**config.mk**
```make
export PLATFORM = sky130hd
export DESIGN_NAME = mem_port_arbiter
export DESIGN_NICKNAME = d
export VERILOG_FILES = /design/src/rtl/sgb_mem_pkg.sv /design/src/rtl/mem_port_arbiter_arb_pick.sv /design/src/rtl/mem_port_arbiter.sv
export SDC_FILE = /design/constraint.sdc
export NUM_CORES = 1
export LEC_CHECK = 0
export CAP_MARGIN = 20
export CORE_MARGIN = 3
export CORE_UTILIZATION = 41
export CTS_BUF_LIST = sky130_fd_sc_hd__clkbuf_8
export CTS_CLUSTER_SIZE = 40
export DETAILED_ROUTE_END_ITERATION = 10
export GPL_TIMING_DRIVEN = 1
export HOLD_SLACK_MARGIN = 0.08
export PLACE_DENSITY = 0.92
export SLEW_MARGIN = 0
export SYNTH_ARGS = -nofsm -noshare
export SYNTH_HDL_FRONTEND = slang
export SYNTH_HIERARCHICAL = 1
export SYNTH_SLANG_ARGS = --single-unit
export TNS_END_PERCENT = 10
```
**constraint.sdc**
```tcl
create_clock -name clk -period 3.6 [get_ports clk]
set_clock_uncertainty 0.2 [all_clocks]
set_input_delay 0.36 -clock clk [delete_from_list [all_inputs] [get_ports clk]]
set_output_delay 0.36 -clock clk [all_outputs]
set_load 0.01 [all_outputs]
```
**src/rtl/sgb_mem_pkg.sv**
```systemverilog
// Shared types, width helpers and parameter legality checks for the
// memory-port arbitration logic.
package sgb_mem_pkg;

    typedef enum logic {
        IDLE   = 1'b0,
        ACCESS = 1'b1
    } state_e;

    localparam int unsigned MAX_NCH    = 8;
    localparam int unsigned MAX_RD_LAT = 8;

    // Width of a channel index / round-robin pointer for n channels.
    function automatic int unsigned idx_width(input int unsigned n);
        return (n > 1) ? $clog2(n) : 1;
    endfunction

    // Width of a down-counter that must hold lat-1.
    function automatic int unsigned cnt_width(input int unsigned lat);
        return (lat > 1) ? $clog2(lat) : 1;
    endfunction

    function automatic bit nch_legal(input int unsigned n);
        return (n >= 1) && (n <= MAX_NCH);
    endfunction

    function automatic bit rd_lat_legal(input int unsigned lat);
        return (lat >= 1) && (lat <= MAX_RD_LAT);
    endfunction

endpackage

```
**src/rtl/mem_port_arbiter_arb_pick.sv**
```systemverilog
// Combinational winner selection: fixed priority (lowest index) or
// round-robin starting at ptr_i, wrapping modulo N.
module arb_pick #(
    parameter int unsigned N = 3,
    parameter int unsigned W = 2
) (
    input  logic [N-1:0] req_i,
    input  logic [W-1:0] ptr_i,
    input  logic         rr_i,
    output logic [N-1:0] onehot_o,
    output logic [W-1:0] idx_o,
    output logic         any_o
);

    always_comb begin
        int unsigned c;
        logic [W-1:0] cw;
        any_o    = 1'b0;
        idx_o    = '0;
        onehot_o = '0;
        c        = 0;
        cw       = '0;
        for (int unsigned k = 0; k < N; k++) begin
            c  = rr_i ? ((32'(ptr_i) + k) % N) : k;
            cw = W'(c);
            if (!any_o && req_i[cw]) begin
                any_o        = 1'b1;
                idx_o        = cw;
                onehot_o[cw] = 1'b1;
            end
        end
    end

endmodule

```
**src/rtl/mem_port_arbiter.sv**
```systemverilog
// Registered single-beat arbiter for one shared ce_n/oe_n/we_n memory port.
// Arbitrates only in IDLE; each access holds the port until it completes.
module mem_port_arbiter
    import sgb_mem_pkg::*;
#(
    parameter int unsigned NCH    = 3,
    parameter int unsigned AW     = 24,
    parameter int unsigned DW     = 16,
    parameter int unsigned RR     = 0,
    parameter int unsigned RD_LAT = 2
) (
    input  logic              clk,
    input  logic              rst_n,
    input  logic [NCH-1:0]    req,
    input  logic [NCH-1:0]    we,
    input  logic [NCH*AW-1:0] addr,
    input  logic [NCH*DW-1:0] wdata,
    output logic [NCH-1:0]    gnt,
    output logic [NCH-1:0]    rvalid,
    output logic [DW-1:0]     rdata,
    output logic              busy,
    output logic [AW-1:0]     mem_addr,
    output logic [DW-1:0]     mem_d,
    input  logic [DW-1:0]     mem_q,
    output logic              mem_ce_n,
    output logic              mem_oe_n,
    output logic              mem_we_n
);

    localparam int unsigned PW = idx_width(NCH);
    localparam int unsigned CW = cnt_width(RD_LAT);

    if (!nch_legal(NCH)) begin : g_bad_nch
        $error("mem_port_arbiter: NCH must be in 1..8");
    end
    if (!rd_lat_legal(RD_LAT)) begin : g_bad_lat
        $error("mem_port_arbiter: RD_LAT must be in 1..8");
    end

    state_e          state_q;
    logic [PW-1:0]   ptr_q;
    logic [PW-1:0]   owner_q;
    logic [CW-1:0]   cnt_q;
    logic [NCH-1:0]  gnt_q;
    logic [NCH-1:0]  rvalid_q;
    logic [DW-1:0]   rdata_q;
    logic            busy_q;
    logic [AW-1:0]   mem_addr_q;
    logic [DW-1:0]   mem_d_q;
    logic            mem_ce_n_q;
    logic            mem_oe_n_q;
    logic            mem_we_n_q;

    logic [NCH-1:0]  pick_oh;
    logic [PW-1:0]   pick_idx;
    logic            pick_any;
    logic [PW-1:0]   ptr_d;
    logic [AW-1:0]   sel_addr;
    logic [DW-1:0]   sel_wdata;
    logic            sel_we;

    arb_pick #(
        .N (NCH),
        .W (PW)
    ) u_pick (
        .req_i    (req),
        .ptr_i    (ptr_q),
        .rr_i     (RR != 0),
        .onehot_o (pick_oh),
        .idx_o    (pick_idx),
        .any_o    (pick_any)
    );

    always_comb begin
        sel_addr  = '0;
        sel_wdata = '0;
        sel_we    = 1'b0;
        for (int unsigned i = 0; i < NCH; i++) begin
            if (pick_idx == PW'(i)) begin
                sel_addr  = addr[i*AW +: AW];
                sel_wdata = wdata[i*DW +: DW];
                sel_we    = we[i];
            end
        end
        ptr_d = (pick_idx == PW'(NCH - 1)) ? '0 : pick_idx + 1'b1;
    end

    always_ff @(posedge clk or negedge rst_n) begin
        if (!rst_n) begin
            state_q    <= IDLE;
            ptr_q      <= '0;
            owner_q    <= '0;
            cnt_q      <= '0;
            gnt_q      <= '0;
            rvalid_q   <= '0;
            rdata_q    <= '0;
            busy_q     <= 1'b0;
            mem_addr_q <= '0;
            mem_d_q    <= '0;
            mem_ce_n_q <= 1'b1;
            mem_oe_n_q <= 1'b1;
            mem_we_n_q <= 1'b1;
        end else begin
            gnt_q    <= '0;
            rvalid_q <= '0;
            case (state_q)
                IDLE: begin
                    if (pick_any) begin
                        state_q    <= ACCESS;
                        gnt_q      <= pick_oh;
                        busy_q     <= 1'b1;
                        mem_addr_q <= sel_addr;
                        mem_d_q    <= sel_wdata;
                        mem_ce_n_q <= 1'b0;
                        owner_q    <= pick_idx;
                        ptr_q      <= ptr_d;
                        if (sel_we) begin
                            mem_we_n_q <= 1'b0;
                            cnt_q      <= '0;
                        end else begin
                            mem_oe_n_q <= 1'b0;
                            cnt_q      <= CW'(RD_LAT - 1);
                        end
                    end
                end
                ACCESS: begin
                    if (cnt_q != '0) begin
                        cnt_q <= cnt_q - 1'b1;
                    end else begin
                        // oe_n still low here identifies the access as a read
                        if (!mem_oe_n_q) begin
                            rdata_q  <= mem_q;
                            rvalid_q <= NCH'(1) << owner_q;
                        end
                        mem_ce_n_q <= 1'b1;
                        mem_oe_n_q <= 1'b1;
                        mem_we_n_q <= 1'b1;
                        busy_q     <= 1'b0;
                        state_q    <= IDLE;
                    end
                end
                default: state_q <= IDLE;
            endcase
        end
    end

    assign gnt      = gnt_q;
    assign rvalid   = rvalid_q;
    assign rdata    = rdata_q;
    assign busy     = busy_q;
    assign mem_addr = mem_addr_q;
    assign mem_d    = mem_d_q;
    assign mem_ce_n = mem_ce_n_q;
    assign mem_oe_n = mem_oe_n_q;
    assign mem_we_n = mem_we_n_q;

endmodule
```
==> summary.txt <==
STA
  • Unrepaired setup endpoints after global routing: no
  • Slew Viols, Final: 0
  • Fmax: 330 MHz
  • Final setup fails: 0
  • Worst slew margin: 0.283
  • Setup_tns: 0 ns
  • Final Cycle Share: 0.841
  • Fin Hold WS: 0.272 ns
  • Tmin final: 3.03 ns
  • Worst-margin pin slew: 1.07 ns
  • Final worst-path setup slack: 0.572 ns
  • Fin. Hold Viols: 0

Route
  • Pre-antenna DRT Iters: 4
  • Vias: 3543
  • # DRC: 0
  • Drt first-iter violations: 132
  • Via-per-instance ratio: 5.16
  • Routed len/inst: 16.8 um
  • Total routed wirelength: 11500 um
  • Final ANT Viol Nets: 0

Setup path
  • Critical path's largest stage delay: 0.74 ns
  • Critical path startpoint category: register
  • CP arrival: 3.11 ns
  • Worst EP required: 3.69 ns
  • Worst-path fanout max: 41
  • Reg-to-reg slack, setup: 0.57 ns
  • FF-to-FF Start: ptr_q[1]
  • Worst path cell trace: inv_1 > ha_1 > buf_4 > nand2b_1 > a21oi_2 > a211oi_2 > o211a_1 > nor2b_4 > a21o_1 > o22a_1
  • R2R depth: 10
  • Crit-path slowest cell: nor2b_4
  • Crit Path Category: register to register
  • FF-to-FF End: mem_d[11]
  • Worst setup path endpoint: mem_d[11]
  • Critical Path Source: ptr_q[1]
  • Endpoint kind of the worst setup timing path: register

Die
  • Starting Density: 0.434
  • IO Count: 210
  • Core area: 8980 um2
  • Chip width: 104 um
  • Std-Cell Rows: 34
  • Die area: 10700 um2
  • Vert. Die Dim: 104 um

Power and ir drop
  • Max IR drop VDD: 0.000377 V
  • PwrDens: 789 nW/um2
  • Lkg Pwr: 0.00264 uW
  • Sw power: 1850 uW
  • Sw frac: 0.377
  • Sequential share of power: 0.297
  • Pint: 3060 uW
  • Comb pwr share: 0.579
  • Clk pwr share: 0.124

Global route
  • Grt ovf: 0
  • Vias in the first global route: 3672
  • Largest net degree at the start of global routing: 73
  • Initial antenna violation count: 0
  • All-Layer GR Usage: 0.215
  • First-pass GRT wire length: 18700 um

Layout
  • Multi-input gate area: 1900 um2
  • Proportion of layout cells with a drive suffix above 1: 0.105
  • Seq. cell area: 1810 um2
  • N_diodes: 0
  • Nets@finish: 701
  • Layout fillers: 697
  • Synth-to-layout area growth: 59.6%

Yosys
  • Syn_area_per_cell: 10.9 um2
  • Syn Nets: 503
  • Synth warn: 6
  • Synth cell types: 44
  • Top FF cell, synth: dfrtp_1
  • Cell with the most instances after synthesis: dfrtp_1
  • Synth Register Bits: 72
  • Synth top area share: 0.443
  • Top cells by count, synth: dfrtp_1, nor2_1, a21o_1, mux2i_1, o22a_1
  • Cell count after synthesis: 357
  • Sequential area share after synthesis: 0.463
  • Cell taking the most area after synthesis: dfrtp_1
  • Synth top area cells: dfrtp_1, mux2i_1, o22a_1
  • EDFF count, synth: 0
  • Asr flop ratio synth: 1.00
  • Netlist Area Pre-Place: 3900 um2

Place
  • Final HPWL from detailed placement: 8520 um
  • Routability cong.: 0.781
  • Buffers on Ports: 209
  • Worst slack at placement: 0.491 ns

Clock tree
  • CTS Buffer Depth: 2
  • Clock buffer count from CTS: 9
  • CTS root buf: clkbuf_8
  • CTS tree: done
  • Clock Pin Slew Worst Setup and Hold Paths: 0.09 ns
  • Clock net sink count: 72
  • Clk_lat worst skew: 0.34 ns
  • Clock H-tree levels: 3

Min path
  • Worst hold path class: register to register

Run
  • Max cap viols: 0

Status
  • Status: complete, no violations
==> cell usage in the layout, fill, tap and decap left out, drive strengths merged, types with 4 or more instances in the layout <==
master         instances
nand2                 15
mux2i                 40
a21o                  40
inv                   11
a21oi                  5
dfrtp                 69
buf                    7
nor2                  49
clkdlybuf4s50        208
o22a                  40
clkbuf                 9
mux2                  21
o21ai                  4
nand2b                 4
==> power by group through the flow <==
| stage | combinational [uW] | clock (uW) | sequential, uW |
|---|---|---|---|
| after floorplan | 1530 | 0 | 1620 |
| after global placement | 2780 | 0 | 1450 |
| after detailed placement | 2860 | 0 | 1480 |
| after CTS | 2870 | 630 | 1460 |
| after global routing | 3080 | 665 | 1510 |
| final | 2840 | 609 | 1460 |
==> how the worst min path moves through the flow <==
stage	startpoint	end	slack, ns	depth (start not counted)
after floorplan	rst_n	busy	-0.14	0
after global placement	mem_ce_n	mem_ce_n	0.26	2
after detailed placement	mem_ce_n	mem_ce_n	0.26	2
after CTS	cnt_q	mem_ce_n	0.27	1
after global routing	mem_ce_n	mem_ce_n	0.31	2
final	cnt_q	mem_ce_n	0.27	1
==> through the flow <==
| stage | cell area [um2] | util | power (uW) | instances |
|---|---|---|---|---|
| after floorplan | 3900 | - | 3150 | 357 |
| after global placement | 6030 | 0.672 | 4230 | 669 |
| after detailed placement | 6030 | 0.672 | 4330 | 669 |
| after CTS | 6220 | 0.693 | 4960 | 686 |
| after global routing | 6220 | 0.693 | 5260 | 686 |
| final | 6220 | 0.693 | 4910 | 686 |
==> state kept, by name (all words and copies together), names as in the netlist, 2 cells and up <==
register  flops
rdata        16
mem_d        16
ptr_q         2
mem_addr     24
rvalid        3
owner_q       2
gnt           3
==> timing repair <==
action                                 in CTS  in global routing
hold buffers                                1                  0
setup buffers                               0                  0
endpoints found under the hold margin      69                  0
gates resized for setup                     0                  0
==> metal layers <==
metal / vias up / track usage / wire length [um]
li1: 1681 / - / -
met1: 1727 / 0.248 / 4480
met2: 127 / 0.386 / 6070
met3: 8 / 0.0734 / 844
met4: 0 / 0.0475 / 112
met5: - / 0 / 0
==> cells by family (layout without fill, tap and decap cells) <==
group / after synthesis / in the layout / synth area share
multiplexers: 61 / 61 / 0.164
adder cells (fa/ha/maj): 2 / 2 / 0.00642
AO/OA/AOI/OAI: 102 / 102 / 0.211
other: 1 / 1 / 0.000962
buffers and inverters: 36 / 239 / 0.0542
flip-flops: 72 / 72 / 0.463
AND/OR/NAND/NOR: 83 / 83 / 0.0998
==> area by class of cell <==
| type | instances | area share |
|---|---|---|
| clock buffer | 9 | 0.0199 |
| tap | 126 | 0.0253 |
| multi-input combinational | 249 | 0.306 |
| clock inverter | 7 | 0.00985 |
| timing repair buffer | 216 | 0.345 |
| sequential | 72 | 0.290 |
| inverter | 7 | 0.00462 |
==> worst max-delay path: cells and delay by family (launching register included) <==
| kind | cells | cell delay (ns) |
|---|---|---|
| AO/OA/AOI/OAI | 5 | 1.08 |
| adder cells (fa/ha/maj) | 1 | 0.13 |
| buffers and inverters | 2 | 0.23 |
| flip-flops | 1 | 0.40 |
| AND/OR/NAND/NOR | 2 | 0.90 |
(Power assumes the default switching activity.)
